[src/rtl/risc_v_32_wb_arbiter.sv]
// Writeback arbiter: merges load responses (priority) and ALU results (valid/ready, FIFO-buffered)
// onto the register file write port. Define RISC_V_32_WB_STALL_CNT_EN to add the stall_cnt output.
module risc_v_32_wb_arbiter #(
  parameter int DEPTH = 2,
  parameter int AW    = 1
) (
  input  logic          clk,
  input  logic          rst,
  input  logic          alu_valid,
  output logic          alu_ready,
  input  logic [4:0]    alu_rd,
  input  logic [31:0]   alu_data,
  input  logic          ld_valid,
  input  logic [4:0]    ld_rd,
  input  logic [31:0]   ld_data,
  output logic [4:0]    wr,
  output logic [31:0]   wd,
  output logic          wreg,
`ifdef RISC_V_32_WB_STALL_CNT_EN
  output logic [31:0]   stall_cnt,
`endif
  output logic [AW:0]   fifo_cnt
);

  localparam logic [AW:0] FULL_CNT = (AW+1)'(DEPTH);

  logic [36:0]   mem [DEPTH];
  logic [AW-1:0] wptr;
  logic [AW-1:0] rptr;

  logic fifo_empty;
  logic accept;
  logic pop;
  logic bypass;
  logic push;

  assign fifo_empty = (fifo_cnt == '0);
  assign alu_ready  = (fifo_cnt < FULL_CNT);
  assign accept     = alu_valid && alu_ready;
  assign pop        = !ld_valid && !fifo_empty;
  // Bypass only with an empty FIFO so ALU results keep acceptance order.
  assign bypass     = !ld_valid && fifo_empty && accept && (alu_rd != 5'd0);
  assign push       = accept && (alu_rd != 5'd0) && !bypass;

  always_ff @(posedge clk) begin
    if (push) mem[wptr] <= {alu_rd, alu_data};
  end

  always_ff @(posedge clk or posedge rst) begin
    if (rst) begin
      wptr     <= '0;
      rptr     <= '0;
      fifo_cnt <= '0;
    end else begin
      if (push) wptr <= wptr + AW'(1);
      if (pop)  rptr <= rptr + AW'(1);
      if (push && !pop)      fifo_cnt <= fifo_cnt + (AW+1)'(1);
      else if (pop && !push) fifo_cnt <= fifo_cnt - (AW+1)'(1);
    end
  end

  always_ff @(posedge clk or posedge rst) begin
    if (rst) begin
      wr   <= '0;
      wd   <= '0;
      wreg <= 1'b0;
    end else if (ld_valid) begin
      wreg <= (ld_rd != 5'd0);
      if (ld_rd != 5'd0) begin
        wr <= ld_rd;
        wd <= ld_data;
      end
    end else if (pop) begin
      wreg <= 1'b1;
      wr   <= mem[rptr][36:32];
      wd   <= mem[rptr][31:0];
    end else if (bypass) begin
      wreg <= 1'b1;
      wr   <= alu_rd;
      wd   <= alu_data;
    end else begin
      wreg <= 1'b0;
    end
  end

`ifdef RISC_V_32_WB_STALL_CNT_EN
  logic stall_ev;
  assign stall_ev = (alu_valid && !alu_ready) || (ld_valid && !fifo_empty);

  always_ff @(posedge clk or posedge rst) begin
    if (rst)                              stall_cnt <= '0;
    else if (stall_ev && stall_cnt != '1) stall_cnt <= stall_cnt + 32'd1;
  end
`endif

endmodule

[config.mk]
export PLATFORM = sky130hd
export DESIGN_NAME = risc_v_32_wb_arbiter
export DESIGN_NICKNAME = d
export VERILOG_FILES = /design/src/rtl/risc_v_32_wb_arbiter.sv
export SDC_FILE = /design/constraint.sdc
export NUM_CORES = 1
export LEC_CHECK = 0
export ABC_AREA = 0
export BUFFER_PORTS_ARGS = -buffer_cell sky130_fd_sc_hd__buf_2
export CORE_ASPECT_RATIO = 2
export CORE_UTILIZATION = 35
export DETAILED_ROUTE_END_ITERATION = 7
export GPL_TIMING_DRIVEN = 0
export MAX_ROUTING_LAYER = met4
export PLACE_DENSITY_LB_ADDON = 0.12
export SLEW_MARGIN = 20
export SYNTH_ARGS = -nofsm -noshare
export SYNTH_HDL_FRONTEND = slang
export SYNTH_SLANG_ARGS = --single-unit
[constraint.sdc]
create_clock -name clk -period 4.24 [get_ports clk]
set_clock_uncertainty 0.2 [all_clocks]
set_input_delay 0.212 -clock clk [delete_from_list [all_inputs] [get_ports clk]]
set_output_delay 0.212 -clock clk [all_outputs]
set_load 0.005 [all_outputs]
==> flow_metrics.env, run 1 <==
export IMPL_finalHoldViolations=0
export IMPL_cts_buffer_depth=2
export IMPL_clk_pin_slew_ns=0.06
export IMPL_cp_cell_sequence="nor2_1 > clkbuf_1 > a211oi_1 > o31ai_1 > mux2_2"
export IMPL_start_kind="flip-flop"
export IMPL_numPortBuffers=118
export IMPL_synth_seq_cells=116
export IMPL_clkPwrFrac_pct=32.9
export IMPL_wl_per_cell_microns=17.3
export IMPL_dr_total_vias=3843
export IMPL_cts_sinks=116
export IMPL_worstMarginPinSlew_ns=0.791
export IMPL_tns_ns=0
export IMPL_via_per_inst=4.76
export IMPL_max_stage_delay_ns=0.64
export IMPL_dieWidth_microns=87.3
export IMPL_route_detailed_drc=0
export IMPL_relSlewSlack_pct=47.1
export IMPL_yosys_area_top_type="edfxtp_1"
export IMPL_antenna_found_initial=0
export IMPL_leakage_nw=3.02
export IMPL_synth_distinct_cells=25
export IMPL_finalCritPeriodShare_pct=58.3
export IMPL_ios=119
export IMPL_cts_resized=0
export IMPL_path_delay_family="simple AND/OR/NAND/NOR gates"
export IMPL_syn_avg_cell_area_sq_um=13.1
export IMPL_grt_max_degree=27
export IMPL_dieHeight_microns=173
export IMPL_gp_congestion=0.759
export IMPL_num_rows=62
export IMPL_start_util_pct=35.7
export IMPL_intPower_mw=3.13
export IMPL_max_freq_mhz=404
export IMPL_cp_data_required_time_ns=4.40
export IMPL_fillers=1316
export IMPL_multi_input_area_sq_um=1690
export IMPL_cts_tree="yes"
export IMPL_yosysWarnings=0
export IMPL_gr_total_overflow=0
export IMPL_p_switching_mw=1.42
export IMPL_synth_area_sq_um=5100
export IMPL_cpMaxStageDelayCell="nor2_1"
export IMPL_grt_pass1_wl_microns=21900
export IMPL_hold_class="in -> async"
export IMPL_path_buf_inv=1
export IMPL_clkLatencyLatePin_ns=0.41
export IMPL_grt_pass1_vias=4073
export IMPL_fp_dieArea_sq_um=15100
export IMPL_drtPass1Iterations=6
export IMPL_status="completed"
export IMPL_n_antenna_cell=0
export IMPL_irDropWorstVdd_mv=0.305
export IMPL_setup_violations=0
export IMPL_syn_num_nets=467
export IMPL_drt_wl_total_microns=13900
export IMPL_drv_cap=0
export IMPL_netSwitchingFraction_pct=31.2
export IMPL_cts_root_buf="clkbuf_16"
export IMPL_ff_latch_area_sq_um=3270
export IMPL_netlist_instances=388
export IMPL_synthTopCellsByArea="edfxtp_1, dfrtp_1, mux2_4"
export IMPL_htreeDepth=4
export IMPL_drt_iter0_drc=146
export IMPL_crit_fanout=10
export IMPL_ys_seq_area_share_pct=64.2
export IMPL_ant_nets=0
export IMPL_synth_top_area_share_pct=43.6
export IMPL_place_hpwl_microns=9550
export IMPL_p_per_area_nw_per_um2=618
export IMPL_cts_buffers=17
export IMPL_post_route_min_period_ns=2.47
export IMPL_combPwrFrac_pct=31.2
export IMPL_final_util_pct=51.6
export IMPL_p_seq_share_pct=35.9
export IMPL_fin_nets=682
export IMPL_grt_usage_pct=20.3
export IMPL_coreArea_sq_um=14300
export IMPL_area_delta_synth_final_pct=44.6
export IMPL_critical_path_arrival_ns=2.63
export IMPL_path_class="reg -> reg"
export IMPL_worst_setup_path_end_kind="flip-flop"
export IMPL_layout_drive_gt1_share_pct=32.1
export IMPL_slew_viol_final=0
export IMPL_rsz0062_at_grt="false"
[repair_timing]
action                    CTS  global route
hold buffers               75             0
setup buffers               0             0
hold endpoints to repair  127             0
[cell usage after synthesis, drive strengths merged]
cell type and count:
a21oi 1, o21ai 1, nor2b 37, xnor2 4, inv 4, edfxtp 74, or2 1, or3 1
nor3 1, nand2b 1, a211oi 37, buf 9, nor2 42, or4 1, dfrtp 42, clkbuf 18
ha 1, mux2 37, nand2 37, o31ai 37, or4b 1, xor2 1
[state kept, by name, indices dropped and copies added (netlist names)]
signal,cells
mem,74
wd,32
wr,5
fifo_cnt,2
rptr,1
wptr,1
wreg,1
[worst paths after layout]
| check | startpoint | endpoint | slack, ns | cells after the start |
|---|---|---|---|---|
| max | fifo_cnt[1]$_DFFE_PP0P_ | wd[21]$_DFFE_PP0P_ | 1.77 | 5 |
| min | rst | wd[16]$_DFFE_PP0P_ | 0.16 | 3 |
| max reg2reg | fifo_cnt[1]$_DFFE_PP0P_ | wd[21]$_DFFE_PP0P_ | 1.77 | 5 |
| min reg2reg | wd[29]$_DFFE_PP0P_ | wd[29]$_DFFE_PP0P_ | 0.30 | 1 |
| max in group asynchronous | rst | wd[28]$_DFFE_PP0P_ | 3.15 | 4 |
| min in group clk | alu_valid | wptr$_DFFE_PP0N_ | 0.24 | 4 |
[routing by layer]
metal | share of wire (%) | GRT usage, % | vias to the layer above | routed length (microns)
met5 | 0 | - | - | 0
met3 | 3.0 | 4.30 | 15 | 417
met1 | 40 | 22.5 | 1877 | 5580
li1 | - | - | 1860 | -
met2 | 56 | 35.4 | 91 | 7770
met4 | 1.3 | 6.56 | 0 | 179
[logic make-up after synthesis]
family | share of synthesized area [%]
and+or+nand+nor | 11.2
DFF | 64.2
AOI/OAI and AO/OA | 11.1
muxes | 9.58
buffers and inverters | 2.82
xor gates and xnor gates | 0.859
adders and majority gates | 0.245
[area by class of cell]
type / count / share of cell area [%]
flip-flops and latches: 116 / 44.4
multi-input cells: 241 / 23.0
repair buffers: 196 / 19.0
plain buffers: 27 / 1.75
inverters: 4 / 0.204
well taps: 192 / 3.26
clock inverters: 13 / 2.48
clock buffers: 19 / 5.88
[tightest hold or removal path, cell delays in order]
cell and delay, ns:
dlygate4sd3_1 0.53, buf_2 0.12, inv_2 0.35
[cells in the final DEF, fill, tap and decap left out, types with 2 or more instances in the layout]
master and n:
buf_2 122, dlygate4sd3_1 75, edfxtp_1 74, dfrtp_1 42, nor2_1 40, nor2b_1 37, a211oi_1 37, nand2_1 37
o31ai_1 37, clkbuf_1 20, mux2_4 19, mux2_2 18, clkbuf_16 17, xnor2_1 4, bufinv_16 4, inv_1 3
buf_6 3, clkinvlp_4 3, buf_12 3, buf_1 2, nor2_4 2, clkinv_2 2, clkinv_4 2
[stage by stage]
stage	area (sq um)	power, mW	hold slack, ns	cells	worst slack, ns
global placement	5930	2.98	0.218	698	-0.00142
CTS	7370	4.61	0.182	808	1.75
detailed placement	6000	3.05	0.0494	701	1.75
global route	7370	4.80	0.210	808	1.60
finish	7370	4.55	0.163	808	1.77
floorplan	5100	2.49	0.111	388	1.06
[power by group through the flow]
| stage | registers, mW | clock network (mW) | logic [mW] |
|---|---|---|---|
| 2_1_floorplan | 1.66 | 0 | 0.833 |
| 3_3_place_gp | 1.66 | 0 | 1.33 |
| 3_5_place_dp | 1.66 | 0 | 1.39 |
| 4_1_cts | 1.64 | 1.52 | 1.45 |
| 5_1_grt | 1.67 | 1.57 | 1.56 |
| 6_report | 1.64 | 1.50 | 1.42 |
Note: power is estimated with default switching activity, not from simulation.
==> run 2: changes to the inputs <==
--- a/config.mk
+++ b/config.mk
@@ -5,7 +5,7 @@
 export SDC_FILE = /design/constraint.sdc
 export NUM_CORES = 1
 export LEC_CHECK = 0
-export ABC_AREA = 0
+export ABC_AREA = 1
 export BUFFER_PORTS_ARGS = -buffer_cell sky130_fd_sc_hd__buf_2
 export CORE_ASPECT_RATIO = 2
 export CORE_UTILIZATION = 35
==> constraint.sdc (replaced) <==
create_clock -name clk -period 2 [get_ports clk]
set_clock_uncertainty 0.2 [all_clocks]
set_input_delay 0.1 -clock clk [delete_from_list [all_inputs] [get_ports clk]]
set_output_delay 0.1 -clock clk [all_outputs]
set_load 0.005 [all_outputs]
==> run 2 against run 1 <==
  * Sequential power rose by 120%
  * Core utilization increased by 0.80 points
  * Area after synthesis increased by 2.6%
  * Via count increased by 21%
  * Fmax is 31% higher
  * Highest routed layer unchanged
  * Combinational power increased by 120%
  * Synthesized cell count up 45%
  * Critical path depth grew 2
  * Final cell count up 23%
  * Largest power group unchanged
  * Non-clock buffer count rose by 12
==> flow_metrics.env, run 2 <==
export IMPL_via_per_inst=4.71
export IMPL_ant_nets=0
export IMPL_synth_edff_count=74
export IMPL_start_kind="flip-flop"
export IMPL_place_hpwl_microns=10800
export IMPL_holdPathEnd="wd[11]$_DFFE_PP0P_"
export IMPL_finalPower_mw=9.74
export IMPL_synthFlopType="edfxtp_1"
export IMPL_cts_buffers=17
export IMPL_path_class="reg -> reg"
export IMPL_regMostFlops="mem"
export IMPL_grt_pass1_vias=4791
export IMPL_cp_data_required_time_ns=2.09
export IMPL_reg2reg_slack_ns=0.11
export IMPL_worstMarginPinSlew_ns=0.578
export IMPL_antenna_found_initial=0
export IMPL_layout_drive_gt1_share_pct=25.2
export IMPL_r2r_cells=7
export IMPL_synth_distinct_cells=23
export IMPL_timing_rr_end="fifo_cnt[1]$_DFFE_PP0P_"
export IMPL_max_stage_delay_ns=0.45
export IMPL_setup_slack_ns=0.109
export IMPL_fp_dieArea_sq_um=15500
export IMPL_drt_wl_total_microns=15300
export IMPL_n_antenna_cell=0
export IMPL_yosysWarnings=0
export IMPL_ios=119
export IMPL_finalCritPeriodShare_pct=94.5
export IMPL_cts_sinks=116
export IMPL_cpMaxStageDelayCell="dfrtp_2"
export IMPL_placed_cells=879
export IMPL_cts_root_buf="clkbuf_16"
export IMPL_reg_top3="mem x74, wd x32, wr x5"
export IMPL_synth_area_sq_um=5230
export IMPL_grt_pass1_wl_microns=24400
export IMPL_route_detailed_drc=0
export IMPL_drtPass1Iterations=4
export IMPL_slew_viol_final=0
export IMPL_grt_max_degree=27
export IMPL_coreArea_sq_um=14500
export IMPL_hold_class="in -> reg"
export IMPL_post_route_min_period_ns=1.89
export IMPL_async_flop_share_pct=36.2
export IMPL_layout_commonest_cell="nand2_1"
export IMPL_p_per_area_nw_per_um2=1280
export IMPL_syn_avg_cell_area_sq_um=9.27
export IMPL_clkLatencyLatePin_ns=0.41
export IMPL_start_util_pct=36.0
export IMPL_netlist_instances=564
export IMPL_place_ws_ns=-0.238
export IMPL_crit_fanout=10
export IMPL_grt_usage_pct=22.0
export IMPL_min_from="ld_valid"
export IMPL_htreeDepth=4
export IMPL_max_freq_mhz=529
export IMPL_synth_most_common_cell="nand2_1"
export IMPL_synth_commonest_cells="nand2_1, edfxtp_1, dfrtp_1"
export IMPL_syn_num_nets=643
export IMPL_fillers=1388
export IMPL_synth_seq_cells=116
export IMPL_cp_cell_sequence="buf_12 > o21ai_4 > clkbuf_4 > ha_1 > a21oi_1 > o21ai_0 > xor2_1"
export IMPL_final_util_pct=52.4
export IMPL_final_cell_mix="nand2_1, buf_2, dlygate4sd3_1"
export IMPL_numPortBuffers=118
export IMPL_cts_buffer_depth=2
export IMPL_wl_per_cell_microns=15.5
export IMPL_clk_pin_slew_ns=0.05
export IMPL_leakage_nw=3.58
export IMPL_relSlewSlack_pct=61.5
export IMPL_status="completed"
export IMPL_ys_seq_area_share_pct=62.6
export IMPL_cts_tree="yes"
export IMPL_worst_r2r_startpoint="fifo_cnt[0]$_DFFE_PP0P_"
export IMPL_area_delta_synth_final_pct=45.5
export IMPL_worst_setup_path_end_kind="flip-flop"
export IMPL_setup_violations=0
export IMPL_irDropWorstVdd_mv=0.830
export IMPL_gr_total_overflow=0
export IMPL_critical_path_arrival_ns=1.98
export IMPL_drt_iter0_drc=235
export IMPL_fin_cells=990
export IMPL_num_rows=62
export IMPL_dieWidth_microns=88.4
export IMPL_yosys_area_top_type="edfxtp_1"
export IMPL_synthTopCellsByArea="edfxtp_1, nand2_1, dfrtp_1"
export IMPL_gp_congestion=0.817
export IMPL_drv_cap=0
export IMPL_fin_nets=864
export IMPL_dieHeight_microns=175
export IMPL_largest_register_ffs=74
export IMPL_dr_total_vias=4659
export IMPL_min_path_cells=6
export IMPL_synth_top_area_share_pct=42.5
export IMPL_finalHoldViolations=0
run 2: stage by stage:
stage	instance area, sq um	hold slack [ns]	TNS [ns]
2_1_floorplan	5260	-0.00113	0
3_3_place_gp	6090	0.105	-30.07
3_5_place_dp	6200	-0.0699	-0.238
4_1_cts	7560	0.00238	0
5_1_grt	7600	0.0462	-0.00423
6_report	7600	0.0188	0
run 2: final cells by class:
cell class              instances  area, sq um  share of cell area [%]
flip-flops and latches        116         3280                    43.1
clock buffers                  18          429                    5.64
clock inverters                14          168                    2.20
inverters                      14         52.6                   0.691
multi-input cells             401         1760                    23.1
plain buffers                  33          185                    2.44
repair buffers                202         1500                    19.7
well taps                     192          240                    3.16
run 2: where the power goes:
part / internal (mW) / switching, mW / total (mW)
Clock: 2.05 / 1.05 / 3.10
Sequential: 3.25 / 0.280 / 3.53
Combinational: 1.25 / 1.85 / 3.11
run 2: worst max-delay path by stage:
stage,startpoint,depth (start not counted),end
after floorplan,fifo_cnt[1]$_DFFE_PP0P_,5,mem[1][0]$_DFFE_PP_
after global placement,fifo_cnt[0]$_DFFE_PP0P_,4,mem[1][3]$_DFFE_PP_
after detailed placement,fifo_cnt[0]$_DFFE_PP0P_,6,fifo_cnt[1]$_DFFE_PP0P_
after CTS,fifo_cnt[0]$_DFFE_PP0P_,6,mem[1][13]$_DFFE_PP_
after global routing,fifo_cnt[0]$_DFFE_PP0P_,8,fifo_cnt[1]$_DFFE_PP0P_
final,fifo_cnt[0]$_DFFE_PP0P_,7,fifo_cnt[1]$_DFFE_PP0P_
run 2: timing repair:
| item | in CTS | in global routing |
|---|---|---|
| buffers inserted | 0 | 4 |
| pin swaps | 0 | 3 |
| hold buffers | 75 | 0 |
| endpoints found under the hold margin | 153 | 0 |
| endpoints found under the setup margin | 2 | 19 |
| gates cloned | 0 | 0 |
| resized for setup | 3 | 1 |
run 2: critical path: cells and delay by family (launching register included):
kind	cells	cell delay, ns
buf+inv	2	0.35
compound gates	3	0.35
xor+xnor	1	0.15
flops	1	0.45
fa+ha+maj	1	0.27
run 2: cells by family (layout without fill, tap and decap cells):
logic type	after synthesis	in the layout	synth area share, %
buffers and inverters	47	281	4.48
adders and majority gates	1	1	0.239
AOI/OAI and AO/OA	3	3	0.359
xor gates and xnor gates	3	3	0.503
DFF	116	116	62.6
and+or+nand+nor	394	394	31.8
run 2: routing by layer:
metal,track usage [%],wire length [microns],vias up
met5,-,0,-
li1,-,-,2309
met4,9.07,408,0
met1,23.6,5890,2202
met2,38.4,8480,120
met3,4.16,538,28
==> run 3: changes to the inputs <==
--- a/config.mk
+++ b/config.mk
@@ -6,7 +6,7 @@
 export NUM_CORES = 1
 export LEC_CHECK = 0
 export ABC_AREA = 1
-export BUFFER_PORTS_ARGS = -buffer_cell sky130_fd_sc_hd__buf_2
+export BUFFER_PORTS_ARGS = -buffer_cell sky130_fd_sc_hd__buf_4
 export CORE_ASPECT_RATIO = 2
 export CORE_UTILIZATION = 35
 export DETAILED_ROUTE_END_ITERATION = 7
==> run 3 against run 2 <==
  * Final cell count grew 0.30%
  * Non-clock buffer count grew 1
  * Flip-flop and latch count is the same
  * Sequential power grew 2%
  * Critical path depth shrank 1
  * Fmax shrank 0.90%
  * Clock power grew 3%
  * Critical endpoint unchanged
  * Largest power group unchanged
  * Highest routed layer unchanged
==> flow_metrics.env, run 3 (same netlist as run 2, synthesis figures left out) <==
export IMPL_drt_iter0_drc=237
export IMPL_start_util_pct=36.0
export IMPL_num_rows=62
export IMPL_drt_wl_total_microns=16000
export IMPL_setup_violations=0
export IMPL_n_antenna_cell=0
export IMPL_max_stage_delay_ns=0.45
export IMPL_via_per_inst=4.78
export IMPL_crit_fanout=10
export IMPL_reg2reg_slack_ns=0.09
export IMPL_rsz0062_at_grt="false"
export IMPL_fillers=1328
export IMPL_max_freq_mhz=524
export IMPL_cp_startpoint="fifo_cnt[0]$_DFFE_PP0P_"
export IMPL_min_from="ld_data[4]"
export IMPL_grt_usage_pct=22.9
export IMPL_combPwrFrac_pct=33.1
export IMPL_dieWidth_microns=88.4
export IMPL_status="completed"
export IMPL_numPortBuffers=118
export IMPL_timing_hold_ws_ns=0.0581
export IMPL_fp_dieArea_sq_um=15500
export IMPL_worstMarginPinSlew_ns=0.553
export IMPL_dieHeight_microns=175
export IMPL_cts_buffer_depth=2
export IMPL_p_seq_share_pct=35.5
export IMPL_place_hpwl_microns=10700
export IMPL_htreeDepth=4
export IMPL_leakage_nw=3.68
export IMPL_fin_cells=993
export IMPL_grt_max_degree=23
export IMPL_hold_class="in -> reg"
export IMPL_ant_nets=0
export IMPL_cts_sinks=116
export IMPL_slew_viol_final=0
export IMPL_grt_pass1_wl_microns=25200
export IMPL_p_per_area_nw_per_um2=1270
export IMPL_grt_pass1_vias=4808
export IMPL_finalCritPeriodShare_pct=95.4
export IMPL_clk_pin_slew_ns=0.05
export IMPL_cp_cell_sequence="o21ai_4 > buf_4 > ha_1 > a21oi_1 > o21ai_0 > xor2_1"
export IMPL_intPower_mw=6.78
export IMPL_antenna_found_initial=0
export IMPL_placed_cells=877
export IMPL_fin_nets=867
export IMPL_path_delay_family="compound AO/OA/AOI/OAI gates"
export IMPL_largest_register_ffs=74
export IMPL_worst_r2r_startpoint="fifo_cnt[0]$_DFFE_PP0P_"
export IMPL_dr_total_vias=4746
export IMPL_final_cell_mix="nand2_1, buf_4, dlygate4sd3_1"
export IMPL_area_delta_synth_final_pct=52.0
export IMPL_cts_tree="yes"
export IMPL_regMostFlops="mem"
export IMPL_cts_buffers=17
export IMPL_cts_root_buf="clkbuf_16"
export IMPL_final_util_pct=54.8
export IMPL_fin_area_sq_um=7940
export IMPL_ios=119
export IMPL_wl_per_cell_microns=16.2
export IMPL_route_detailed_drc=0
export IMPL_layout_drive_gt1_share_pct=26.2
export IMPL_start_kind="flip-flop"
export IMPL_p_switching_mw=3.33
export IMPL_netSwitchingFraction_pct=32.9
export IMPL_drv_cap=0
export IMPL_finalHoldViolations=0
export IMPL_cpMaxStageDelayCell="dfrtp_2"
export IMPL_cp_data_required_time_ns=2.09
export IMPL_finalPower_mw=10.1
export IMPL_irDropWorstVdd_mv=0.835
export IMPL_gr_total_overflow=0
export IMPL_relSlewSlack_pct=63.1
export IMPL_path_buf_inv=1
export IMPL_gp_congestion=0.845
export IMPL_coreArea_sq_um=14500
export IMPL_clkLatencyLatePin_ns=0.41
export IMPL_post_route_min_period_ns=1.91
export IMPL_post_dp_cell_area_sq_um=6460
export IMPL_path_class="reg -> reg"
export IMPL_clkPwrFrac_pct=31.4
export IMPL_reg_top3="mem x74, wd x32, wr x5"
export IMPL_worst_setup_path_end_kind="flip-flop"
export IMPL_critical_path_arrival_ns=2.00
export IMPL_layout_commonest_cell="nand2_1"
export IMPL_drtPass1Iterations=4
==> run 3: cell types whose count changed in the layout (fill, tap and decap cells not counted), moves of 2 or more <==
cell,change
clkinv_2,+2
clkinvlp_4,+3
buf_2,-118
buf_4,+120
clkinv_1,-6
==> run 3: area by class of cell <==
| class | count | area, sq um | area share [%] |
|---|---|---|---|
| plain buffers | 33 | 185 | 2.33 |
| clock buffers | 18 | 429 | 5.40 |
| inverters | 14 | 52.6 | 0.662 |
| well taps | 192 | 240 | 3.02 |
| repair buffers | 203 | 1790 | 22.6 |
| clock inverters | 14 | 186 | 2.35 |
| flip-flops and latches | 116 | 3280 | 41.2 |
| multi-input cells | 403 | 1780 | 22.4 |
==> run 3: stage by stage <==
| step | setup TNS, ns | worst slack [ns] |
|---|---|---|
| 2_1_floorplan | 0 | 0.0130 |
| 3_3_place_gp | -31.84 | -0.396 |
| 3_5_place_dp | -6.54 | -0.255 |
| 4_1_cts | 0 | 0.0200 |
| 5_1_grt | 0 | 0.00616 |
| 6_report | 0 | 0.0921 |
==> run 3: power by group through the flow <==
stage | combinational [mW] | clock (mW) | sequential (mW)
2_1_floorplan | 1.68 | 0 | 3.59
3_3_place_gp | 3.01 | 0 | 3.59
3_5_place_dp | 3.12 | 0 | 3.61
4_1_cts | 3.34 | 3.23 | 3.59
5_1_grt | 3.76 | 3.33 | 3.65
6_report | 3.35 | 3.18 | 3.59
==> run 3: worst register-to-register path: stages, from the launching register on <==
cell and delay, ns:
dfrtp_2 0.45, o21ai_4 0.26, buf_4 0.23, ha_1 0.27
a21oi_1 0.11, o21ai_0 0.11, xor2_1 0.15
==> run 3: path summary, 6_finish.rpt <==
check                                          end  depth (start not counted)
setup reg to reg           fifo_cnt[1]$_DFFE_PP0P_                          6
hold reg to reg                 wd[17]$_DFFE_PP0P_                          2
setup / recovery           fifo_cnt[1]$_DFFE_PP0P_                          6
hold / removal                   wd[4]$_DFFE_PP0P_                          6
min in group asynchronous       wd[17]$_DFFE_PP0P_                          3
max in group asynchronous  fifo_cnt[1]$_DFFE_PP0P_                          4
==> run 3: repair_timing <==
action                                 CTS  global route
cloned                                   2             0
endpoints found under the hold margin  153             0
setup endpoints to repair               57            10
setup buffers                            2             4
pin swaps                                2             3
hold buffers                            76             0
gates resized for setup                  5             3
==> run 3: layer usage <==
| metal | GRT usage, % | vias up | share of wire, % |
|---|---|---|---|
| met4 | 9.01 | 0 | 2.7 |
| met3 | 4.25 | 24 | 3.6 |
| met1 | 25.0 | 2280 | 39 |
| li1 | - | 2312 | - |
| met2 | 40.0 | 130 | 55 |
| met5 | - | - | 0 |
